**config.mk**
```make
export PLATFORM = sky130hd
export DESIGN_NAME = regfile_wb_arbiter
export DESIGN_NICKNAME = d
export VERILOG_FILES = /design/src/rtl/regfile_pkg.sv /design/src/rtl/wb_fifo.sv /design/src/rtl/regfile_wb_arbiter.sv
export SDC_FILE = /design/constraint.sdc
export NUM_CORES = 1
export LEC_CHECK = 0
export ABC_CLOCK_PERIOD_IN_PS = 3100
export CAP_MARGIN = 40
export CORE_MARGIN = 2
export CORE_UTILIZATION = 48
export DETAILED_ROUTE_END_ITERATION = 10
export GPL_ROUTABILITY_DRIVEN = 0
export PLACE_DENSITY = 0.77
export SLEW_MARGIN = 20
export SYNTH_ARGS = -nofsm -noshare
export SYNTH_HDL_FRONTEND = slang
export SYNTH_SLANG_ARGS = --single-unit
```
**constraint.sdc**
```tcl
create_clock -name clk -period 3.1 [get_ports clk]
set_input_delay 0.62 -clock clk [delete_from_list [all_inputs] [get_ports clk]]
set_output_delay 0.62 -clock clk [all_outputs]
set_load 0.01 [all_outputs]
```
**src/rtl/regfile_pkg.sv**
```systemverilog
// Shared types and default widths for the register-file writeback arbiter.
// wb_req_t is sized by the defaults; parameter overrides must not exceed them.
package regfile_pkg;

    localparam int REG_ADDR_W = 5;
    localparam int REG_DATA_W = 32;

    typedef struct packed {
        logic [REG_ADDR_W-1:0] rd;
        logic [REG_DATA_W-1:0] wd;
        logic                  kill;
    } wb_req_t;

    // A dequeued entry reaches the register file only if nothing younger
    // already overwrote its target and it does not target the zero register.
    function automatic logic is_live_write(input wb_req_t req);
        return !req.kill && (req.rd != '0);
    endfunction

endpackage

```
**src/rtl/wb_fifo.sv**
```systemverilog
// Circular queue of pending load writebacks, with an extra pointer bit for
// full/empty and a per-entry destination match so younger writes can kill entries.
module wb_fifo
    import regfile_pkg::*;
#(
    parameter int DEPTH = 4
) (
    input  logic                             clk,
    input  logic                             rst,
    input  logic                             i_push,
    input  wb_req_t                          i_push_req,
    input  logic                             i_pop,
    input  logic [REG_ADDR_W-1:0]            i_kill_rd,
    input  logic [DEPTH-1:0]                 i_kill_set,
    output wb_req_t                          o_head,
    output logic                             o_empty,
    output logic                             o_full,
    output logic [DEPTH-1:0]                 o_kill_match,
    output logic [DEPTH-1:0]                 o_entry_live,
    output logic [DEPTH-1:0][REG_ADDR_W-1:0] o_entry_rd
);

    localparam int PW = $clog2(DEPTH);

    logic [PW:0]           r_wr_ptr;
    logic [PW:0]           r_rd_ptr;
    logic [DEPTH-1:0]      r_kill;
    logic [REG_ADDR_W-1:0] r_rd_mem [DEPTH];
    logic [REG_DATA_W-1:0] r_wd_mem [DEPTH];

    logic [PW:0]      w_count;
    logic [PW-1:0]    w_wr_idx;
    logic [PW-1:0]    w_rd_idx;
    logic [DEPTH-1:0] w_valid;

    assign w_count  = r_wr_ptr - r_rd_ptr;
    assign w_wr_idx = r_wr_ptr[PW-1:0];
    assign w_rd_idx = r_rd_ptr[PW-1:0];
    assign o_empty  = (w_count == '0);
    assign o_full   = (w_count == (PW+1)'(DEPTH));

    // An entry is occupied when its distance from the read pointer is below the fill count.
    always_comb begin
        // NOTE: every combinational output gets a default before any branch, so no path can infer a latch.
        w_valid      = '0;
        o_kill_match = '0;
        o_entry_live = '0;
        o_entry_rd   = '0;
        for (int i = 0; i < DEPTH; i++) begin
            w_valid[i]      = {1'b0, PW'(i) - w_rd_idx} < w_count;
            o_kill_match[i] = w_valid[i] && (r_rd_mem[i] == i_kill_rd);
            o_entry_live[i] = w_valid[i] && !r_kill[i];
            o_entry_rd[i]   = r_rd_mem[i];
        end
    end

    assign o_head = '{rd: r_rd_mem[w_rd_idx], wd: r_wd_mem[w_rd_idx], kill: r_kill[w_rd_idx]};

    always_ff @(posedge clk) begin
        // NOTE: state registers use non-blocking assignments so every flop samples pre-edge values.
        if (rst) begin
            r_wr_ptr <= '0;
            r_rd_ptr <= '0;
            r_kill   <= '0;
        end else begin
            if (i_push) r_wr_ptr <= r_wr_ptr + (PW+1)'(1);
            if (i_pop)  r_rd_ptr <= r_rd_ptr + (PW+1)'(1);
            for (int i = 0; i < DEPTH; i++) begin
                if (i_push && (w_wr_idx == PW'(i))) r_kill[i] <= i_push_req.kill;
                else if (i_kill_set[i])             r_kill[i] <= 1'b1;
            end
        end
    end

    // NOTE: payload storage is deliberately left unreset; occupancy comes only from the pointers.
    always_ff @(posedge clk) begin
        if (i_push) begin
            r_rd_mem[w_wr_idx] <= i_push_req.rd;
            r_wd_mem[w_wr_idx] <= i_push_req.wd;
        end
    end

endmodule

```
**src/rtl/regfile_wb_arbiter.sv**
```systemverilog
// Arbitrates the single register-file write port between ALU and queued load results.
// Optional macro WB_BYPASS_EN: a load arriving to an empty queue with the ALU idle is written directly.
module regfile_wb_arbiter
    import regfile_pkg::*;
#(
    parameter int ADDRESS_WIDTH = REG_ADDR_W,
    parameter int DATA_WIDTH    = REG_DATA_W,
    parameter int FIFO_DEPTH    = 4,
    parameter int STARVE_LIMIT  = 8
) (
    input  logic                          clk,
    input  logic                          rst,
    input  logic                          alu_valid,
    input  logic [ADDRESS_WIDTH-1:0]      alu_rd,
    input  logic [DATA_WIDTH-1:0]         alu_wd,
    output logic                          alu_stall,
    input  logic                          mem_valid,
    input  logic [ADDRESS_WIDTH-1:0]      mem_rd,
    input  logic [DATA_WIDTH-1:0]         mem_wd,
    output logic                          mem_ready,
    output logic                          WE3,
    output logic [ADDRESS_WIDTH-1:0]      AD3,
    output logic [DATA_WIDTH-1:0]         WD3,
    output logic [(1<<ADDRESS_WIDTH)-1:0] pend_mask
);

    localparam int SW = $clog2(STARVE_LIMIT + 2);

    logic [SW-1:0] r_starve;

    wb_req_t                              w_head;
    wb_req_t                              w_push_req;
    logic                                 w_empty;
    logic                                 w_full;
    logic                                 w_force;
    logic                                 w_pop;
    logic                                 w_alu_acc;
    logic                                 w_kill_en;
    logic                                 w_bypass;
    logic                                 w_push;
    logic [FIFO_DEPTH-1:0]                w_kill_match;
    logic [FIFO_DEPTH-1:0]                w_kill_set;
    logic [FIFO_DEPTH-1:0]                w_live;
    logic [FIFO_DEPTH-1:0][REG_ADDR_W-1:0] w_entry_rd;

    // The queue head wins outright once it has waited STARVE_LIMIT cycles behind the ALU.
    assign w_force   = !w_empty && (r_starve == SW'(STARVE_LIMIT));
    assign w_pop     = !rst && !w_empty && (w_force || !alu_valid);
    assign w_alu_acc = !rst && alu_valid && !w_force;
    assign alu_stall = !rst && alu_valid && w_force;
    assign w_kill_en = w_alu_acc && (alu_rd != '0);
    assign w_kill_set = w_kill_en ? w_kill_match : '0;

    assign mem_ready = !rst && !w_full;

`ifdef WB_BYPASS_EN
    assign w_bypass = !rst && mem_valid && w_empty && !alu_valid;
`else
    assign w_bypass = 1'b0;
`endif

    assign w_push = mem_valid && mem_ready && !w_bypass;

    // A load accepted alongside a same-register ALU write is older, so it enters already dead.
    assign w_push_req = '{rd:   REG_ADDR_W'(mem_rd),
                          wd:   REG_DATA_W'(mem_wd),
                          kill: w_kill_en && (mem_rd == alu_rd)};

    wb_fifo #(
        .DEPTH(FIFO_DEPTH)
    ) u_fifo (
        .clk         (clk),
        .rst         (rst),
        .i_push      (w_push),
        .i_push_req  (w_push_req),
        .i_pop       (w_pop),
        .i_kill_rd   (REG_ADDR_W'(alu_rd)),
        .i_kill_set  (w_kill_set),
        .o_head      (w_head),
        .o_empty     (w_empty),
        .o_full      (w_full),
        .o_kill_match(w_kill_match),
        .o_entry_live(w_live),
        .o_entry_rd  (w_entry_rd)
    );

    always_comb begin
        WE3 = 1'b0;
        AD3 = '0;
        WD3 = '0;
        if (w_pop) begin
            WE3 = is_live_write(w_head);
            AD3 = ADDRESS_WIDTH'(w_head.rd);
            WD3 = DATA_WIDTH'(w_head.wd);
        end else if (w_alu_acc) begin
            WE3 = (alu_rd != '0);
            AD3 = alu_rd;
            WD3 = alu_wd;
        end else if (w_bypass) begin
            WE3 = (mem_rd != '0);
            AD3 = mem_rd;
            WD3 = mem_wd;
        end
    end

    always_comb begin
        pend_mask = '0;
        for (int i = 0; i < FIFO_DEPTH; i++) begin
            if (w_live[i]) pend_mask[ADDRESS_WIDTH'(w_entry_rd[i])] = 1'b1;
        end
        pend_mask[0] = 1'b0;
        if (rst) pend_mask = '0;
    end

    always_ff @(posedge clk) begin
        if (rst || w_empty || w_pop) r_starve <= '0;
        else                         r_starve <= r_starve + SW'(1);
    end

endmodule
```
==> results of run 1 <==
[worst max-delay path, cell delays in order, from the launching register on]
cell and delay, ns:
dfxtp_4 0.35, inv_4 0.05, ha_4 0.12, inv_2 0.04
fa_2 0.37, xor3_2 0.44, buf_6 0.14, buf_6 0.11
a221oi_4 0.29, buf_12 0.15, buf_6 0.11, buf_12 0.10
clkbuf_16 0.15, a22o_1 0.15, buf_2 0.14
[through the flow]
step / cell area (um^2) / worst slack [ns]
floorplan: 8310 / -0.131
global placement: 10500 / -0.729
detailed placement: 10500 / -0.796
CTS: 11400 / -0.601
global route: 11700 / -0.769
finish: 11700 / -0.659
[where the power goes]
group | total (uW) | internal, uW | switching (uW)
registers | 2590 | 2530 | 66.3
clock network | 2070 | 1200 | 876
logic | 2660 | 1340 | 1320
total | 7330 | 5060 | 2260
[metal layers]
layer | share of wire | track usage | wire length (um) | up-vias
met2 | 0.50 | 0.443 | 12400 | 417
met4 | 0.037 | 0.112 | 920 | 0
met3 | 0.098 | 0.0717 | 2410 | 101
met1 | 0.36 | 0.343 | 8930 | 3133
li1 | - | - | - | 2758
met5 | 0 | 0 | 0 | -
[worst paths after layout]
path / end / depth (start not counted)
worst max-delay path: WD3[21] / 14
worst min-delay path: r_starve[0] / 1
worst max register to register: u_fifo.r_rd_ptr[2] / 16
worst min register to register: r_starve[0] / 1
[state kept, by name, indices dropped and copies added (netlist names), named ones only]
| register | cells |
|---|---|
| u_fifo.r_rd_mem | 20 |
| u_fifo.r_wr_ptr | 3 |
| u_fifo.r_rd_ptr | 3 |
| u_fifo.r_kill | 4 |
| u_fifo.r_wd_mem | 128 |
| r_starve | 4 |
[synth_stat cells, drive strengths merged, types with 2 or more instances]
library cell | n | area (um^2)
o31ai | 2 | 15.0
and3 | 5 | 31.3
nor2 | 27 | 106
clkbuf | 24 | 90.1
a22oi | 62 | 465
and3b | 6 | 52.6
a21oi | 41 | 213
inv | 16 | 60.1
ha | 13 | 163
nor4 | 3 | 18.8
xor2 | 14 | 123
a22o | 37 | 324
nor2b | 3 | 18.8
mux4 | 38 | 856
nor3 | 11 | 80.1
nand3 | 4 | 20.0
edfxtp | 148 | 4440
or4 | 2 | 15.0
nor3b | 18 | 178
a211oi | 5 | 42.5
a2bb2oi | 2 | 30.0
nand2b | 6 | 37.5
xnor2 | 17 | 149
nand2 | 19 | 71.3
dfxtp | 16 | 320
buf | 14 | 70.1
[repair_timing]
action                                  4_1_cts  5_1_grt
setup buffers                                26       15
resized for setup                           329       48
endpoints found under the setup margin       71       72
cloned                                        7        1
pin swaps                                    52       55
endpoints found under the hold margin         0        0
[layout make-up]
| type | count | share of cell area |
|---|---|---|
| Clock buffer | 18 | 0.0367 |
| Clock inverter | 14 | 0.0132 |
| Inverter | 16 | 0.00557 |
| Multi-Input combinational cell | 351 | 0.311 |
| Sequential cell | 164 | 0.408 |
| Tap cell | 220 | 0.0236 |
| Timing Repair Buffer | 251 | 0.201 |
[kinds of logic (layout without fill, tap and decap cells)]
| group | after synthesis | count (layout) | synth area share |
|---|---|---|---|
| AOI/OAI and AO/OA | 157 | 157 | 0.142 |
| xor gates and xnor gates | 33 | 33 | 0.0390 |
| adders and majority gates | 14 | 14 | 0.0223 |
| buffers and inverters | 54 | 299 | 0.0269 |
| DFF | 164 | 164 | 0.583 |
| muxes | 38 | 38 | 0.105 |
| other | 1 | 1 | 0.000459 |
| and+or+nand+nor | 108 | 108 | 0.0823 |
==> impl_metrics.env, run 1 <==
export IMPL_fmax_ghz=0.266
export IMPL_pin_count=150
export IMPL_grt_pass1_wl_mm=36.4
export IMPL_power_leakage_uw=0.00411
export IMPL_placed_cells=961
export IMPL_r2r_start="u_fifo.r_wr_ptr[0]"
export IMPL_multi_input_area_um2=3640
export IMPL_cts_tree="built"
export IMPL_status="finished, violations left"
export IMPL_die_x_um=135
export IMPL_initial_core_util=0.491
export IMPL_stdcell_count=1034
export IMPL_hpwlAfterDp_mm=14.4
export IMPL_gr_total_overflow=0
export IMPL_hold_slack_ns=0.518
export IMPL_synth_warning_count=0
export IMPL_cts_hold_buf=0
export IMPL_slew_headroom=0.429
export IMPL_ir_worst_vdd_uv=484
export IMPL_r2r_slack_ns=0.08
export IMPL_area_growth_syn_to_layout_pct=42.9
export IMPL_core_area_um2=16600
export IMPL_syn_nets=661
export IMPL_fin_nets=893
export IMPL_dieHeight_um=135
export IMPL_netlist_area_um2=8180
export IMPL_min_period_ns=3.76
export IMPL_ys_seq_elements=164
export IMPL_setup_tns_ns=-40.10
export IMPL_critPathKind="reg2out"
export IMPL_worst_slew_pin_slew_ns=0.855
export IMPL_min_delay_start="r_starve[0]"
export IMPL_root_buffer="clkbuf_16"
export IMPL_yosysSeqAreaShare=0.583
export IMPL_antenna_found_initial=1
export IMPL_slew_viol_final=0
export IMPL_crit_start="u_fifo.r_wr_ptr[0]"
export IMPL_syn_inst=569
export IMPL_p_total_uw=7330
export IMPL_period_share=1.21
export IMPL_finClkSkew_ns=0.0104
export IMPL_rsz0062_at_grt="true"
export IMPL_drt_iter0_drc=665
export IMPL_holdCritPathClass="reg2reg"
export IMPL_clkTransAtPathRegs_ns=0.07
export IMPL_track_usage=0.270
export IMPL_vias=6409
export IMPL_rows=47
export IMPL_routed_wl_mm=24.6
export IMPL_required_ns=2.48
export IMPL_critPathCaptureType="output port"
export IMPL_cts_sinks=164
export IMPL_setup_ws_ns=-0.659
export IMPL_worstPathMaxFanout=5
export IMPL_layout_area_seq_um2=4770
export IMPL_first_pass_iters=5
export IMPL_cp_start_kind="register"
export IMPL_drtAntennaViolNets=0
export IMPL_final_cell_mix="edfxtp_1 (148), clkdlybuf4s50_1 (76), buf_2 (70)"
export IMPL_drc=0
export IMPL_hold_violations=0
export IMPL_final_common_cell="edfxtp_1"
export IMPL_fin_util=0.702
export IMPL_synth_cell_types=51
export IMPL_cp_arrival_ns=3.14
export IMPL_cts_buffers=17
export IMPL_htree_levels=4
export IMPL_failed_checks="negative setup slack"
export IMPL_antenna_cells=0
export IMPL_ys_flop_type="edfxtp_1"
export IMPL_final_setup_viol_count=70
export IMPL_first_global_vias=6473
export IMPL_dieArea_um2=18100
export IMPL_portBuffers=148
export IMPL_avgViaCountPerCell=6.20
export IMPL_cap_violations=0
export IMPL_synth_area_per_cell_um2=14.4
export IMPL_powerDensity_nw_per_um2=627
export IMPL_synth_async_reset_ratio=0
export IMPL_grt_max_degree=45
export IMPL_final_layout_size_suffix_gt1_frac=0.414
export IMPL_wl_per_cell_um=23.8
export IMPL_clk_latency_ns=0.43
export IMPL_clockBufferDepth=2
export IMPL_synth_edff_count=148
export IMPL_fill_cells=1059
No activity file was read; power rests on OpenSTA's default activity.
==> run 2: changes to the inputs <==
Settings changed: CORE_MARGIN 2 to 8.
==> impl_metrics.env, run 2 (synthesized netlist as in run 1, its figures left out) <==
export IMPL_status="finished, violations left"
export IMPL_failed_checks="negative setup slack"
export IMPL_hold_violations=0
export IMPL_cts_hold_buf=0
export IMPL_drc=0
export IMPL_initial_core_util=0.491
export IMPL_root_buffer="clkbuf_16"
export IMPL_worstPathMaxFanout=8
export IMPL_min_delay_start="rst"
export IMPL_placed_area_um2=10500
export IMPL_worst_slew_pin_slew_ns=0.865
export IMPL_core_area_um2=16600
export IMPL_top_regs="u_fifo.r_wd_mem (128), u_fifo.r_rd_mem (20)"
export IMPL_wl_per_cell_um=23.4
export IMPL_htree_levels=4
export IMPL_dieArea_um2=21500
export IMPL_final_layout_size_suffix_gt1_frac=0.406
export IMPL_critPathCaptureType="output port"
export IMPL_final_cell_mix="edfxtp_1 (148), clkdlybuf4s50_1 (77), buf_2 (68)"
export IMPL_cts_tree="built"
export IMPL_stdcell_count=1011
export IMPL_avgViaCountPerCell=6.10
export IMPL_hpwlAfterDp_mm=15.4
export IMPL_antenna_found_initial=1
export IMPL_multi_input_area_um2=3650
export IMPL_cap_violations=0
export IMPL_grt_pass1_wl_mm=36.7
export IMPL_placed_cells=959
export IMPL_antenna_cells=0
export IMPL_die_x_um=147
export IMPL_final_common_cell="edfxtp_1"
export IMPL_critPathKind="reg2out"
export IMPL_rows=47
export IMPL_largest_reg_flops=128
export IMPL_pin_count=150
export IMPL_grt_max_degree=41
export IMPL_r2r_start="u_fifo.r_wr_ptr[0]"
export IMPL_portBuffers=148
export IMPL_cp_arrival_ns=3.15
export IMPL_first_pass_iters=5
export IMPL_routed_wl_mm=23.7
export IMPL_fmax_ghz=0.265
export IMPL_drtAntennaViolNets=0
export IMPL_r2r_slack_ns=0.33
export IMPL_dieHeight_um=147
export IMPL_slew_viol_final=0
export IMPL_first_global_vias=6651
export IMPL_final_setup_viol_count=70
export IMPL_fin_nets=870
export IMPL_layout_area_seq_um2=4770
export IMPL_cp_start_kind="register"
export IMPL_rsz0062_at_grt="true"
export IMPL_place_ws_ns=-0.823
export IMPL_rr_endpoint="u_fifo.r_wr_ptr[2]"
export IMPL_r2r_cells=13
export IMPL_min_period_ns=3.77
export IMPL_period_share=1.22
export IMPL_track_usage=0.218
export IMPL_clk_latency_ns=0.42
export IMPL_required_ns=2.48
export IMPL_holdCritPathClass="in2reg"
export IMPL_ir_worst_vdd_uv=380
export IMPL_holdPathEnd="u_fifo.r_wr_ptr[0]"
export IMPL_clkTransAtPathRegs_ns=0.07
export IMPL_clockBufferDepth=2
export IMPL_setup_tns_ns=-32.76
export IMPL_design_area_um2=11400
export IMPL_area_growth_syn_to_layout_pct=39.2
export IMPL_cts_buffers=17
export IMPL_powerDensity_nw_per_um2=628
export IMPL_setup_ws_ns=-0.675
export IMPL_slew_headroom=0.422
export IMPL_largest_register="u_fifo.r_wd_mem"
export IMPL_cts_sinks=164
export IMPL_vias=6164
export IMPL_power_leakage_uw=0.00394
export IMPL_whs_path_depth=2
export IMPL_drt_iter0_drc=432
export IMPL_fill_cells=1085
export IMPL_gr_total_overflow=0
export IMPL_finClkSkew_ns=0.0101
export IMPL_hold_slack_ns=0.484
run 2: changes by cell type in the layout (fill, tap and decap cells not counted), sizes merged:
cell	before	now
clkdlybuf4s50	76	77
buf	173	149
clkinvlp	3	2
inv	20	23
clkinv	5	3
dlygate4sd2	1	0
bufinv	2	3
run 2: how the worst max path moves through the flow:
stage / from / to / slack, ns / cells after the start
after global routing: u_fifo.r_wr_ptr[0] / pend_mask[7] / -0.78 / 14
after detailed placement: u_fifo.r_wr_ptr[0] / pend_mask[4] / -0.82 / 12
after CTS: u_fifo.r_wr_ptr[0] / pend_mask[30] / -0.58 / 13
after global placement: u_fifo.r_wr_ptr[0] / pend_mask[1] / -0.76 / 13
final: u_fifo.r_wr_ptr[0] / pend_mask[7] / -0.67 / 13
after floorplan: u_fifo.r_wr_ptr[0] / pend_mask[8] / -0.13 / 11
run 2: critical path: stages (launching register included):
cell     delay [ns]
dfxtp_4        0.35
inv_4          0.06
ha_4           0.13
inv_2          0.03
fa_2           0.54
inv_2          0.06
ha_4           0.22
nor2b_4        0.12
or3_4          0.36
a21oi_2        0.16
buf_6          0.18
a22oi_2        0.08
a21oi_1        0.26
buf_2          0.18
run 2: metrics by stage:
stage | utilization | power, uW
finish | 0.684 | 7150
global route | 0.684 | 7430
CTS | 0.683 | 7130
detailed placement | 0.630 | 4610
global placement | 0.630 | 4540
floorplan | - | 3730
run 2: what timing repair did:
action	in CTS	in global routing
cloned	1	3
endpoints found under the setup margin	71	71
buffers inserted	15	8
resized for setup	311	51
pin swaps	44	38
run 2: area by class of cell:
cell class | count | area share
Sequential cell | 164 | 0.419
Multi-Input combinational cell | 351 | 0.321
Timing Repair Buffer | 228 | 0.176
Clock buffer | 17 | 0.0374
Tap cell | 220 | 0.0242
Clock inverter | 15 | 0.0169
Inverter | 16 | 0.00550
run 2: power breakdown:
group | leakage [uW] | switching, uW | internal (uW)
Clock | 0.000297 | 888 | 1290
Sequential | 0.00148 | 82.6 | 2530
Combinational | 0.00217 | 1180 | 1180
Total | 0.00394 | 2150 | 5000
run 2: layer usage:
| metal | track usage | wire length [um] | vias up |
|---|---|---|---|
| li1 | - | - | 2712 |
| met1 | 0.260 | 9300 | 3035 |
| met2 | 0.368 | 11900 | 348 |
| met3 | 0.0587 | 1860 | 67 |
| met4 | 0.0866 | 616 | 2 |
| met5 | 0 | 13 | - |
==> run 3: changes to the inputs <==
Settings changed: SLEW_MARGIN 20 to unset.
==> results of run 3 <==
Final layout, timing and power as in run 2 (identical DEF).
